**config.mk**
```make
export PLATFORM = sky130hd
export DESIGN_NAME = wrr_lock_arbiter_flat
export DESIGN_NICKNAME = d
export VERILOG_FILES = /design/src/rtl/wrr_lock_arbiter_pkg.sv /design/src/rtl/wrr_lock_arbiter_if.sv /design/src/rtl/wrr_lock_arbiter_rr_pick.sv /design/src/rtl/wrr_lock_arbiter.sv /design/src/flat_wrapper.sv
export SDC_FILE = /design/constraint.sdc
export NUM_CORES = 1
export LEC_CHECK = 0
export BUFFER_PORTS_ARGS = -buffer_cell sky130_fd_sc_hd__buf_2
export CAP_MARGIN = 40
export CORE_MARGIN = 1
export CORE_UTILIZATION = 52
export CTS_BUF_LIST = sky130_fd_sc_hd__clkbuf_4
export DETAILED_ROUTE_END_ITERATION = 10
export PLACE_DENSITY = 0.81
export SKIP_CTS_REPAIR_TIMING = 1
export SLEW_MARGIN = 20
export SYNTH_ARGS = -nofsm -noshare
export SYNTH_HDL_FRONTEND = slang
export SYNTH_SLANG_ARGS = --single-unit
export TNS_END_PERCENT = 100
```
**constraint.sdc**
```tcl
create_clock -name clk -period 3 [get_ports clk]
set_clock_uncertainty 0.2 [all_clocks]
set_input_delay 0.6 -clock clk [delete_from_list [all_inputs] [get_ports clk]]
set_output_delay 0.6 -clock clk [all_outputs]
set_load 0.01 [all_outputs]
```
**src/rtl/wrr_lock_arbiter_pkg.sv**
```systemverilog
// Shared definitions for the weighted round-robin lock arbiter.
//   state_e      : arbiter FSM state encoding (ST_IDLE, ST_GRANT)
//   clog2        : ceiling log2, used to size grant indices
//   weight_field : extracts one burst weight from the packed weight bus
package wrr_lock_arbiter_pkg;

    typedef enum logic [0:0] {
        ST_IDLE  = 1'b0,
        ST_GRANT = 1'b1
    } state_e;

    // Widest packed weight bus weight_field can accept.
    localparam int WEIGHT_VEC_MAX = 256;

    function automatic int clog2(input int value);
        int r;
        r = 0;
        while ((1 << r) < value) begin
            r = r + 1;
        end
        return r;
    endfunction

    // A zero weight would give a requester no turn at all, so it is read as 1.
    function automatic logic [31:0] weight_field(
        input logic [WEIGHT_VEC_MAX-1:0] weights,
        input int                        idx,
        input int                        field_w
    );
        logic [WEIGHT_VEC_MAX-1:0] shifted;
        logic [31:0]               f;
        shifted = weights >> (idx * field_w);
        f = shifted[31:0] & ((32'd1 << field_w) - 32'd1);
        if (f == 32'd0) begin
            f = 32'd1;
        end
        return f;
    endfunction

endpackage

```
**src/rtl/wrr_lock_arbiter_if.sv**
```systemverilog
// Bus between WIDTH requesting masters and the arbiter.
//   request     : per-requester request level
//   ack         : shared resource finished the granted transaction
//   weight      : packed burst weights, field i = [i*WEIGHT_W +: WEIGHT_W]
//   grant       : one-hot grant or zero
//   grant_valid : OR of grant
//   grant_idx   : binary index of the granted requester
//   credit_left : transactions left in the current burst, current included
// Modports: master = requester/resource side, slave = arbiter side.
interface wrr_lock_arbiter_if
    import wrr_lock_arbiter_pkg::*;
#(
    parameter int WIDTH    = 4,
    parameter int WEIGHT_W = 3
);
    localparam int IDX_W = clog2(WIDTH);

    logic [WIDTH-1:0]          request;
    logic                      ack;
    logic [WIDTH*WEIGHT_W-1:0] weight;
    logic [WIDTH-1:0]          grant;
    logic                      grant_valid;
    logic [IDX_W-1:0]          grant_idx;
    logic [WEIGHT_W-1:0]       credit_left;

    modport master (
        output request, ack, weight,
        input  grant, grant_valid, grant_idx, credit_left
    );

    modport slave (
        input  request, ack, weight,
        output grant, grant_valid, grant_idx, credit_left
    );
endinterface

```
**src/rtl/wrr_lock_arbiter_rr_pick.sv**
```systemverilog
// Combinational rotating-priority picker.
//   req       : request vector
//   start_idx : highest-priority position; scan wraps at WIDTH-1
//   found     : at least one request set
//   pick_idx  : first set request at or after start_idx (0 when none)
module wrr_lock_arbiter_rr_pick
#(
    parameter int WIDTH = 4,
    parameter int IDX_W = 2
) (
    input  logic [WIDTH-1:0] req,
    input  logic [IDX_W-1:0] start_idx,
    output logic             found,
    output logic [IDX_W-1:0] pick_idx
);
    localparam logic [IDX_W-1:0] LAST = IDX_W'(WIDTH - 1);

    logic [IDX_W-1:0] cand;

    always_comb begin
        found    = 1'b0;
        pick_idx = '0;
        cand     = start_idx;
        for (int k = 0; k < WIDTH; k++) begin
            if (!found && req[cand]) begin
                found    = 1'b1;
                pick_idx = cand;
            end
            // Explicit wrap so WIDTH need not be a power of two.
            cand = (cand == LAST) ? '0 : cand + IDX_W'(1);
        end
    end
endmodule

```
**src/rtl/wrr_lock_arbiter.sv**
```systemverilog
// Weighted round-robin arbiter with grant lock.
//   clk    : rising-edge clock
//   resetb : synchronous active-low reset
//   bus    : arbiter side of wrr_lock_arbiter_if
// A grant holds until ack; each requester gets up to weight[i] acked
// transactions per turn, and the next grant is issued in the ack cycle.
//
//   state    | meaning
//   ---------+-----------------------------------------------
//   ST_IDLE  | no grant; arbitrate from ptr when any request
//   ST_GRANT | grant locked to grant_idx until ack
module wrr_lock_arbiter
    import wrr_lock_arbiter_pkg::*;
#(
    parameter int WIDTH    = 4,
    parameter int WEIGHT_W = 3
) (
    input logic             clk,
    input logic             resetb,
    wrr_lock_arbiter_if.slave bus
);
    localparam int               IDX_W = clog2(WIDTH);
    localparam logic [IDX_W-1:0] LAST  = IDX_W'(WIDTH - 1);

    state_e              state_q, state_d;
    logic [IDX_W-1:0]    ptr_q, ptr_d;
    logic [IDX_W-1:0]    idx_q, idx_d;
    logic [WIDTH-1:0]    grant_q, grant_d;
    logic [WEIGHT_W-1:0] credit_q, credit_d;
    logic                valid_q;

    logic [IDX_W-1:0]          idx_inc;
    logic [IDX_W-1:0]          start_idx;
    logic                      found;
    logic [IDX_W-1:0]          pick_idx;
    logic [WEIGHT_VEC_MAX-1:0] weight_ext;
    logic [WEIGHT_W-1:0]       credit_load;
    logic                      burst_continue;

    assign idx_inc    = (idx_q == LAST) ? '0 : idx_q + IDX_W'(1);
    // One picker serves both paths: from ptr when idle, from idx+1 on release.
    assign start_idx  = (state_q == ST_GRANT) ? idx_inc : ptr_q;
    assign weight_ext = WEIGHT_VEC_MAX'(bus.weight);
    assign credit_load = WEIGHT_W'(weight_field(weight_ext, int'(pick_idx), WEIGHT_W));
    assign burst_continue = (credit_q > WEIGHT_W'(1)) && bus.request[idx_q];

    wrr_lock_arbiter_rr_pick #(
        .WIDTH (WIDTH),
        .IDX_W (IDX_W)
    ) u_pick (
        .req       (bus.request),
        .start_idx (start_idx),
        .found     (found),
        .pick_idx  (pick_idx)
    );

    always_comb begin
        state_d  = state_q;
        ptr_d    = ptr_q;
        idx_d    = idx_q;
        grant_d  = grant_q;
        credit_d = credit_q;
        case (state_q)
            ST_IDLE: begin
                if (found) begin
                    state_d  = ST_GRANT;
                    idx_d    = pick_idx;
                    grant_d  = WIDTH'(1) << pick_idx;
                    credit_d = credit_load;
                end
            end
            ST_GRANT: begin
                if (bus.ack) begin
                    if (burst_continue) begin
                        credit_d = credit_q - WEIGHT_W'(1);
                    end else begin
                        ptr_d = idx_inc;
                        if (found) begin
                            idx_d    = pick_idx;
                            grant_d  = WIDTH'(1) << pick_idx;
                            credit_d = credit_load;
                        end else begin
                            state_d  = ST_IDLE;
                            grant_d  = '0;
                            credit_d = '0;
                        end
                    end
                end
            end
            default: begin
                state_d  = ST_IDLE;
                grant_d  = '0;
                credit_d = '0;
            end
        endcase
    end

    always_ff @(posedge clk) begin
        if (!resetb) begin
            state_q  <= ST_IDLE;
            ptr_q    <= '0;
            idx_q    <= '0;
            grant_q  <= '0;
            credit_q <= '0;
            valid_q  <= 1'b0;
        end else begin
            state_q  <= state_d;
            ptr_q    <= ptr_d;
            idx_q    <= idx_d;
            grant_q  <= grant_d;
            credit_q <= credit_d;
            valid_q  <= |grant_d;
        end
    end

    assign bus.grant       = grant_q;
    assign bus.grant_valid = valid_q;
    assign bus.grant_idx   = idx_q;
    assign bus.credit_left = credit_q;
endmodule
```
**src/flat_wrapper.sv**
```systemverilog
// flat-port wrapper written by rule: the top's interface ports become plain ports
module wrr_lock_arbiter_flat import wrr_lock_arbiter_pkg::*;
#(
    parameter int WIDTH    = 4,
    parameter int WEIGHT_W = 3
)
  (clk, resetb, bus_request, bus_ack, bus_weight, bus_grant, bus_grant_valid, bus_grant_idx, bus_credit_left);
  wrr_lock_arbiter_if #(.WIDTH(WIDTH), .WEIGHT_W(WEIGHT_W)) bus_i ();
  input logic clk;
  input logic resetb;
  input wire logic [$bits(bus_i.request)-1:0] bus_request;
  input wire logic [$bits(bus_i.ack)-1:0] bus_ack;
  input wire logic [$bits(bus_i.weight)-1:0] bus_weight;
  output wire logic [$bits(bus_i.grant)-1:0] bus_grant;
  output wire logic [$bits(bus_i.grant_valid)-1:0] bus_grant_valid;
  output wire logic [$bits(bus_i.grant_idx)-1:0] bus_grant_idx;
  output wire logic [$bits(bus_i.credit_left)-1:0] bus_credit_left;
  assign bus_i.request = bus_request;
  assign bus_i.ack = bus_ack;
  assign bus_i.weight = bus_weight;
  assign bus_grant = bus_i.grant;
  assign bus_grant_valid = bus_i.grant_valid;
  assign bus_grant_idx = bus_i.grant_idx;
  assign bus_credit_left = bus_i.credit_left;
  wrr_lock_arbiter #(.WIDTH(WIDTH), .WEIGHT_W(WEIGHT_W)) u_core (.clk(clk), .resetb(resetb), .bus(bus_i));
endmodule
```
==> Implementation_results.wiki <==
{| class="wikitable"
! Metric !! Value
|-
| Period minus WS final || 2.80 ns
|-
| Launching point of the worst reg2reg path || u_core.bus.grant_idx[0]$_SDFFE_PN0P_
|-
| Initial detailed-routing violation count || 32
|-
| Layout overhead on the synthesized area || 21.3%
|-
| Commonest non-fill, non-tap cells in the layout || sky130_fd_sc_hd__buf_2, sky130_fd_sc_hd__dfxtp_1, sky130_fd_sc_hd__nor2b_1, sky130_fd_sc_hd__mux2i_1, sky130_fd_sc_hd__nor2_1
|-
| Port bufs || 28
|-
| Worst R2R Path Depth || 8
|-
| Cell Area, Placed || 1080 µm²
|-
| Worst hold slack || 0.343 ns
|-
| Wire length per cell after detailed routing || 14.8 µm
|-
| Synth area leaders || sky130_fd_sc_hd__dfxtp_1, sky130_fd_sc_hd__mux2i_1, sky130_fd_sc_hd__nor2b_1
|-
| Finished layout cell area || between 1000 and 1500 µm²
|-
| Worst Hold Launch || u_core.ptr_q[1]$_SDFFE_PN0P_
|-
| Slowest cell on crit path || sky130_fd_sc_hd__dfxtp_1
|-
| Cell area power density || 478 nW/µm²
|-
| Residual antenna-violating net count after detailed routing || 0
|-
| Slew at the pin with the worst max-slew slack || 0.441 ns
|-
| Number of H-tree branching levels || 1
|-
| Total GRT Usage || 23.4%
|-
| Max cap viols || 0
|-
| Sequential cell fraction of total power || 39.5%
|-
| Worst min-delay path category || flop to flop
|-
| CTS clock-pin slew for the worst setup and hold paths || 0.09 ns
|-
| WP data required || between 2 and 3 ns
|-
| Clock tree root buffer cell || sky130_fd_sc_hd__clkbuf_4
|-
| Post-synthesis compound-gate area fraction || 27.9%
|-
| Number of nets in the layout || 152
|-
| Via count of the first global-routing pass || 823
|-
| Predominant post-synthesis flop cell || sky130_fd_sc_hd__dfxtp_1
|-
| Total CTS buffers || 3
|-
| Fin. max-slew vios || 0
|-
| Sum of negative setup slack || 0 ns
|-
| Multiplexer area fraction after synthesis || 17.4%
|-
| Die height || 43.9 µm
|-
| Max FO, Critical Path || 10
|-
| Largest delay contributor family on the critical path || multiplexers
|-
| Largest area contributor in the netlist || sky130_fd_sc_hd__dfxtp_1
|-
| Outcome || finished, final reports clean
|-
| Number of standard-cell rows in the floorplan || 14
|-
| Hold violation count in the final report || 0
|-
| Syn Nets || 119
|-
| Number of warning messages in the yosys log || 0
|-
| Crit path buf inv count || 0
|-
| Switching Fraction || 35.9%
|-
| R2r endpoint || u_core.bus.credit_left[0]$_SDFFE_PN0P_
|-
| Adder and majority gate portion of the synthesized area || 4.10%
|-
| Cell area after technology mapping || 915 µm²
|-
| Critical Path Start Type || flop
|-
| Switching component of the power || 190 µW
|-
| Share of synthesized flip-flops with an asynchronous set or reset || 0%
|-
| EDFF count, synth || 0
|-
| Max Freq || 0.358 GHz
|-
| Total overflow reported by the global router || 0
|-
| Data arrival time of the critical path || 2.77 ns
|-
| Flip-flop and latch count after synthesis || 13
|-
| Worst reg2reg setup slack || approximately 0.2 ns
|-
| List of cells traversed by the critical path || ha_1 -> mux2i_2 -> mux2i_1 -> o2111ai_4 -> mux2_2 -> nor2_1 -> a21oi_1 -> o31a_1
|-
| Parity-gate share of the synthesized area counting xor and xnor cells || less than 1%
|-
| Count of pins on the block boundary || 29
|-
| Number of antenna violations at the first check in global routing || 0
|-
| Terminating pin of the worst hold path || u_core.ptr_q[1]$_SDFFE_PN0P_
|-
| First-pass GRT wire length || 3.42 mm
|-
| Vias per std cell || just over 6
|-
| Post-Synthesis Mean Instance Area || 9.43 µm²
|-
| Final setup violation count || 0
|-
| Sequential fraction of the synthesis area || 28.5%
|-
| Final RePlAce weighted congestion || 0.832
|-
| Num Clock Sinks || 13
|-
| CP Capture Type || flop
|-
| Setup WS post-layout || roughly 0.20 ns
|-
| Commonest non-fill, non-tap cell in the layout || sky130_fd_sc_hd__buf_2
|-
| Number of standard cells after synthesis || 97
|-
| Final HPWL DP || around 1.6 mm
|-
| Initial DRT Pass Iterations || 6
|-
| Fraction of synthesized cell area taken by the top area cell type || between 20% and 30%
|-
| Static leakage || 0.000498 µW
|-
| Total number of vias || 887
|-
| Cell-internal power || 340 µW
|-
| Power share of the combinational group || between 30 and 40%
|-
| Period Utilization, post-route || 93.2%
|-
| Detailed-route DRC error count || 0
|-
| Worst setup timing slack at the placement stage || 0.236 ns
|-
| TritonCTS clock tree || done
|-
| Critical path class || flop to flop
|-
| Post-Route WL || 2.14 mm
|-
| Share of final-layout standard cells stronger than drive strength 1 || a little over a third
|-
| Core box area || roughly 1600 µm²
|-
| Die W || 43.9 µm
|-
| Netlist cell types || 40
|-
| Maximum count of clock buffers along a single path || 2
|-
| Max-Slew Margin vs Limit || 70.0%
|-
| Hold depth || 2
|-
| Total Die Area || 1930 µm²
|-
| Clock latency on the worst-skew pair || around 0.28 ns
|-
| Maximum number of pins on one net before global-route repair || 14
|-
| Number of inserted diodes || 0
|-
| Overall power || between 500 and 600 µW
|-
| Power share of the clock group || around a fifth
|-
| Peak supply drop || 0.338 mV
|-
| Simple-gate share of the synthesized area || 18.7%
|-
| Starting utilization of the core area || between 50% and 60%
|-
| Setup repair after global routing missed its margin || no
|-
| Combinational family with the most area after synthesis || compound AO/OA/AOI/OAI gates
|-
| Highest cell delay on the worst timing path || 0.45 ns
|}
==> worst register-to-register path: stages (launching register included) <==
cell                        delay (ns)
sky130_fd_sc_hd__dfxtp_1          0.45
sky130_fd_sc_hd__ha_1             0.29
sky130_fd_sc_hd__mux2i_2          0.39
sky130_fd_sc_hd__mux2i_1          0.34
sky130_fd_sc_hd__o2111ai_4        0.28
sky130_fd_sc_hd__mux2_2           0.34
sky130_fd_sc_hd__nor2_1           0.10
sky130_fd_sc_hd__a21oi_1          0.05
sky130_fd_sc_hd__o31a_1           0.25
==> worst max path at each step <==
| stage | from | to | slack, ns | cells after the start |
|---|---|---|---|---|
| global placement | u_core.bus.grant_idx[0]$_SDFFE_PN0P_ | u_core.bus.credit_left[0]$_SDFFE_PN0P_ | 0.36 | 8 |
| finish | u_core.bus.grant_idx[0]$_SDFFE_PN0P_ | u_core.bus.credit_left[0]$_SDFFE_PN0P_ | 0.20 | 8 |
| CTS | u_core.bus.grant_idx[0]$_SDFFE_PN0P_ | u_core.bus.credit_left[0]$_SDFFE_PN0P_ | 0.20 | 8 |
| floorplan | u_core.bus.grant_idx[0]$_SDFFE_PN0P_ | u_core.bus.credit_left[0]$_SDFFE_PN0P_ | 0.38 | 8 |
| detailed placement | u_core.bus.grant_idx[0]$_SDFFE_PN0P_ | u_core.bus.credit_left[0]$_SDFFE_PN0P_ | 0.24 | 8 |
| global route | u_core.bus.grant_idx[0]$_SDFFE_PN0P_ | u_core.bus.credit_left[0]$_SDFFE_PN0P_ | 0.001 | 8 |
==> Yosys cell counts (all sizes together) (2+ instances only) <==
library cell / n
a21oi: 6
nand2: 3
ha: 3
clkbuf: 2
a22oi: 4
inv: 4
dfxtp: 13
a21boi: 2
o21ai: 6
nor2b: 10
mux2: 2
mux2i: 11
o211ai: 2
nor2: 7
==> stage by stage <==
stage	cells	util, %
floorplan	97	-
global placement	141	68.7
detailed placement	141	68.7
CTS	145	70.4
global route	145	70.4
finish	145	70.4
==> kinds of logic after synthesis <==
| family | Yosys count |
|---|---|
| and+or+nand+nor | 29 |
| muxes | 14 |
| DFF | 13 |
| xor gates and xnor gates | 1 |
| adders and majority gates | 3 |
| AOI/OAI and AO/OA | 31 |
| buffers and inverters | 6 |
==> sequential cells by signal, summed over array words and instances, names as in the netlist <==
name / flops
u_core.bus.grant: 4
u_core.ptr_q: 2
u_core.bus.grant_valid: 1
u_core.bus.credit_left: 3
u_core.bus.grant_idx: 2
u_core.state_q: 1
==> power by group through the flow <==
stage                     Combinational [µW]  Clock (µW)  Sequential (µW)
final                                    209         111              209
after global routing                     229         122              213
after CTS                                209         115              210
after detailed placement                 207           0              213
after global placement                   202           0              213
after floorplan                          142           0              218
==> layout make-up <==
class                      count  area, µm²
clock buffer                   3       22.5
tap                           16       20.0
clock inverter                 1       5.00
fill                         129        467
timing repair buffer          30        155
sequential                    13        260
inverter                       4       15.0
multi-input combinational     78        632
==> routing by layer <==
layer / global-route usage (%) / share of wire, %
met1: 31.8 / 46
met5: 0 / 0
met3: 3.75 / 6.9
met2: 37.9 / 47
met4: 7.27 / 0.56
(Power assumes the default switching activity.)
